## config.mk

```make
export PLATFORM = sky130hd
export DESIGN_NAME = wb_stage
export DESIGN_NICKNAME = d
export VERILOG_FILES = /design/src/rtl/wb_stage.sv
export SDC_FILE = /design/constraint.sdc
export NUM_CORES = 1
export LEC_CHECK = 0
export CAP_MARGIN = 20
export CORE_UTILIZATION = 49
export CTS_CLUSTER_DIAMETER = 50
export DETAILED_ROUTE_END_ITERATION = 7
export GPL_TIMING_DRIVEN = 0
export PLACE_DENSITY_LB_ADDON = 0.2
export SLEW_MARGIN = 20
export SYNTH_ARGS = -nofsm -noshare
export SYNTH_HDL_FRONTEND = slang
export SYNTH_SLANG_ARGS = --single-unit
```

## constraint.sdc

```tcl
create_clock -name clk -period 3.68 [get_ports clk]
set_input_delay 0.552 -clock clk [delete_from_list [all_inputs] [get_ports clk]]
set_output_delay 0.552 -clock clk [all_outputs]
set_load 0.1 [all_outputs]
```

## src/rtl/wb_stage.sv

```systemverilog
// wb_stage: MEM/WB pipeline register with writeback mux and retire counter; `WB_BYPASS_EN adds register-file write-through.
module wb_stage (
  input  logic        clk,
  input  logic        reset,
  input  logic        stall,
  input  logic        flush,
  input  logic        mem_valid,
  input  logic        mem_RegWrite,
  input  logic        mem_MemtoReg,
  input  logic [4:0]  mem_WriteRegister,
  input  logic [31:0] mem_ALUResult,
  input  logic [31:0] mem_ReadData,
  output logic [31:0] WriteData,
  output logic [4:0]  WriteRegister,
  output logic        RegWrite,
  output logic        wb_valid,
  output logic [31:0] retire_count
`ifdef WB_BYPASS_EN
  ,
  input  logic [4:0]  ReadRegister1,
  input  logic [4:0]  ReadRegister2,
  input  logic [31:0] RegData1,
  input  logic [31:0] RegData2,
  output logic [31:0] ReadData1,
  output logic [31:0] ReadData2
`endif
);
  logic        regWriteQ;
  logic        memtoRegQ;
  logic [31:0] aluResultQ;
  logic [31:0] readDataQ;
  always_ff @(posedge clk) begin
    if (reset) begin
      wb_valid      <= 1'b0;
      regWriteQ     <= 1'b0;
      memtoRegQ     <= 1'b0;
      WriteRegister <= 5'd0;
      aluResultQ    <= 32'd0;
      readDataQ     <= 32'd0;
      retire_count  <= 32'd0;
    end else if (flush) begin
      wb_valid  <= 1'b0;
      regWriteQ <= 1'b0;
    end else if (!stall) begin
      wb_valid      <= mem_valid;
      regWriteQ     <= mem_RegWrite;
      memtoRegQ     <= mem_MemtoReg;
      WriteRegister <= mem_WriteRegister;
      aluResultQ    <= mem_ALUResult;
      readDataQ     <= mem_ReadData;
      retire_count  <= retire_count + {31'd0, mem_valid};
    end
  end
  always_comb begin
    WriteData = memtoRegQ ? readDataQ : aluResultQ;
    RegWrite  = wb_valid & regWriteQ & (|WriteRegister);
  end
`ifdef WB_BYPASS_EN
  always_comb begin
    ReadData1 = (RegWrite && ReadRegister1 == WriteRegister) ? WriteData : RegData1;
    ReadData2 = (RegWrite && ReadRegister2 == WriteRegister) ? WriteData : RegData2;
  end
`endif
endmodule

```

==> impl_metrics.py <==
metrics = {
    "status": {
        "run_status": "finished clean",
    },
    "job": {
        "cap_violations": 0,
    },
    "detailed_routing": {
        "drt_first_pass_iters": 5,
        "drtAntennaViolNets": 0,
        "initialDrtViolationCount": 212,
        "drt-total-wl_um": 11900,
        "drt-vias-per-instance": 5.41,
        "drt_drc_violations_left": 0,
        "routedWlPerCell_um": 14.8,
        "dr_total_vias": 4362,
    },
    "setup_path": {
        "reg2reg_slack_ps": 1210,
        "critical_path_required_ps": 3130,
        "crit-reg2reg-launch": "retire_count[2]",
        "crit_path_start": "memtoRegQ",
        "worstSetupEndpointType": "output port",
        "timing.setup.critical_path_class": "register to output port",
        "worstSetupStartpointType": "register",
        "peak_fanout_along_the_critical_path": 10,
        "worstPathArrival_ps": 2840,
    },
    "clock_tree": {
        "clock_tree.root_cell": "clkbuf_8",
        "tritoncts": "yes",
        "cts_setup_buffers": 0,
        "number_of_sinks_on_the_clock_net": 104,
        "clk_pin_slew_ps": 80,
        "htree_num_levels": 3,
        "clk_latency_ps": 360,
        "clockBufferDepth": 2,
        "cts_repair_resize_count": 0,
        "postCtsHoldBufs": 0,
        "tritoncts_buffer_count": 9,
    },
    "logic_synthesis": {
        "postSynthRegisterBits": 104,
        "yosys.area_share.simple_pct": 24.6,
        "post_synth_instance_area_mm2": 0.00440,
        "netlist_instances": 537,
        "ys_types": 27,
        "synth_enable_flop_cells": 0,
        "ys_seq_area_share_pct": 47.3,
        "synth-warning-count": 0,
        "syn_nets": 616,
        "async_reset_ff_share_pct": 0,
        "synth-compound-area-share_pct": 12.3,
        "synth.mux.area_fraction_pct": 10.2,
        "synth_xor_area_share_pct": 1.59,
        "synth.avg_cell_area_um2": 8.19,
        "adder_cell_fraction_of_synth_area_pct": 0.853,
        "combinational_family_with_the_most_area_after_synthesis": "simple AND/OR/NAND/NOR gates",
        "yosys_most_used_dff": "dfxtp_1",
    },
    "timing": {
        "worst_slew_margin_rel_pct": 31.0,
        "fin_worst_skew_ps": 13.8,
        "achievable-frequency_mhz": 295,
        "tightestPinTransition_ps": 1030,
        "setup_total_negative_slack_ps": 0,
        "unrepaired_setup_endpoints_after_global_routing": "false",
        "fin_crit_ps": 3390,
        "maxSlewViolCount": 0,
        "worst_slack_ps": 286,
        "hold_viol": 0,
        "report.final.setup_viol": 0,
        "final.period_utilization_pct": 92.2,
    },
    "layout": {
        "area.growth.synth_to_final_pct": 40.1,
        "post_route_cells_drive_above_1_share_pct": 7.73,
        "antennaDiodeCount": 0,
        "design.final.nets": 773,
        "num-fill-cells": 696,
        "stdcell_count": 807,
    },
    "hold_path": {
        "hp-class": "register to register",
        "source_of_the_worst_hold_timing_path": "readDataQ[11]",
    },
    "floorplan": {
        "floorplan.initialDensity_pct": 50.5,
        "die_height_um": 96.8,
        "die-area_mm2": 0.00936,
        "dieWidth_um": 96.8,
        "total_core_area_mm2": 0.00872,
        "ioPinCount": 147,
        "core.rowCount": 34,
    },
    "power_and_ir_drop": {
        "netSwitchingFraction_pct": 29.8,
        "power.share.combinational_pct": 19.1,
        "power_frac_seq_pct": 53.0,
        "cellPowerDensity_mw_per_mm2": 361,
        "power_switching_mw": 0.662,
        "power.leakage_nw": 2.15,
        "irDropWorstVdd_v": 0.000319,
        "p_int_mw": 1.56,
        "p_clk_share_pct": 27.9,
    },
    "placed_design": {
        "port_buffers": 146,
        "dp_cells": 791,
        "final_estimated_routing_congestion_in_global_placement": 0.860,
        "place_ws_ps": 466,
        "place.detailed.hpwl_um": 8920,
    },
    "global_routing": {
        "grt_remaining_overflow": 0,
        "largest_net_degree_at_the_start_of_global_routing": 17,
        "grt_pass1_vias": 4041,
        "overall_fraction_of_global_route_tracks_in_use_pct": 25.4,
        "initial_antenna_violation_count": 0,
        "grt_first_pass_wirelength_um": 19500,
    },
}
## cell usage in the layout, fill, tap and decap left out, types with 9 or more instances in the layout
cell             count
clkbuf_1            35
nand2_1            157
mux2_2              38
nor2_1              15
dfxtp_1            104
o21ai_0             11
or4_1                9
a21oi_1             88
clkbuf_8             9
clkdlybuf4s50_1    146
nand4_1             17
or3_1               12
## registers in the layout, indices dropped and copies added (netlist names)
signal / count
aluResultQ: 32
readDataQ: 32
retire_count: 32
WriteRegister: 5
memtoRegQ: 1
regWriteQ: 1
wb_valid: 1
## stage by stage
stage / cell area [um2] / hold slack [ps] / utilization (%) / total power [mW]
6_report: 6160 / 455 / 70.7 / 2.23
5_1_grt: 6160 / 476 / 70.7 / 2.32
4_1_cts: 6160 / 459 / 70.7 / 2.24
3_5_place_dp: 6000 / 447 / 68.8 / 1.63
3_3_place_gp: 6000 / 438 / 68.8 / 1.62
2_1_floorplan: 4400 / 433 / - / 1.47
## per-layer routing
metal,share of wire (%),up-vias,wire [um],global-route usage (%)
li1,-,2153,-,-
met1,42,2041,4970,32.0
met2,50,154,5960,42.8
met3,6.5,14,777,6.94
met4,1.8,0,210,7.00
met5,0,-,0,0
## worst max-delay path: stages, from the launching register on
cell	delay, ps
dfxtp_1	320
clkbuf_1	230
clkbuf_1	510
mux2_2	270
clkdlybuf4s50_1	1150
## kinds of logic (layout without fill, tap and decap cells)
logic type / Yosys count / after routing
and+or+nand+nor: 241 / 241
AOI/OAI and AO/OA: 105 / 105
DFF: 104 / 104
muxes: 40 / 40
buffers and inverters: 36 / 198
xor gates and xnor gates: 8 / 8
adders and majority gates: 3 / 3
## worst paths after layout
kind,cells after the start,endpoint
setup reg to reg,5,retire_count[31]
setup / recovery,4,WriteData[8]
hold reg to reg,2,readDataQ[11]
hold / removal,2,readDataQ[11]
## power by group through the flow
stage | Sequential (mW) | Combinational, mW | Clock, mW
floorplan | 1.23 | 0.243 | 0
global placement | 1.20 | 0.420 | 0
detailed placement | 1.21 | 0.425 | 0
CTS | 1.18 | 0.426 | 0.634
global route | 1.19 | 0.448 | 0.690
finish | 1.18 | 0.425 | 0.621
## cells in the mapped netlist, drive strengths merged (5+ instances only)
cell	instances	area (um2)
nand3	6	30.0
or4	9	67.6
nor3	5	25.0
nor2	15	56.3
o21ai	11	55.1
clkbuf	32	120
nor2b	7	43.8
xnor2	5	43.8
nand2	157	589
mux2	38	428
nand4	17	106
dfxtp	104	2080
or3	12	75.1
a21oi	88	440
o31ai	5	37.5
## area by class of cell
cell class	count	area (um2)	share of cell area (%)
Tap cell	108	135	2.19
Sequential cell	104	2080	33.8
Clock inverter	4	31.3	0.508
Clock buffer	12	135	2.19
Multi-Input combinational cell	397	2180	35.4
Timing Repair Buffer	146	1460	23.7
Buffer	36	138	2.23
No activity file was read; power rests on OpenSTA's default activity.
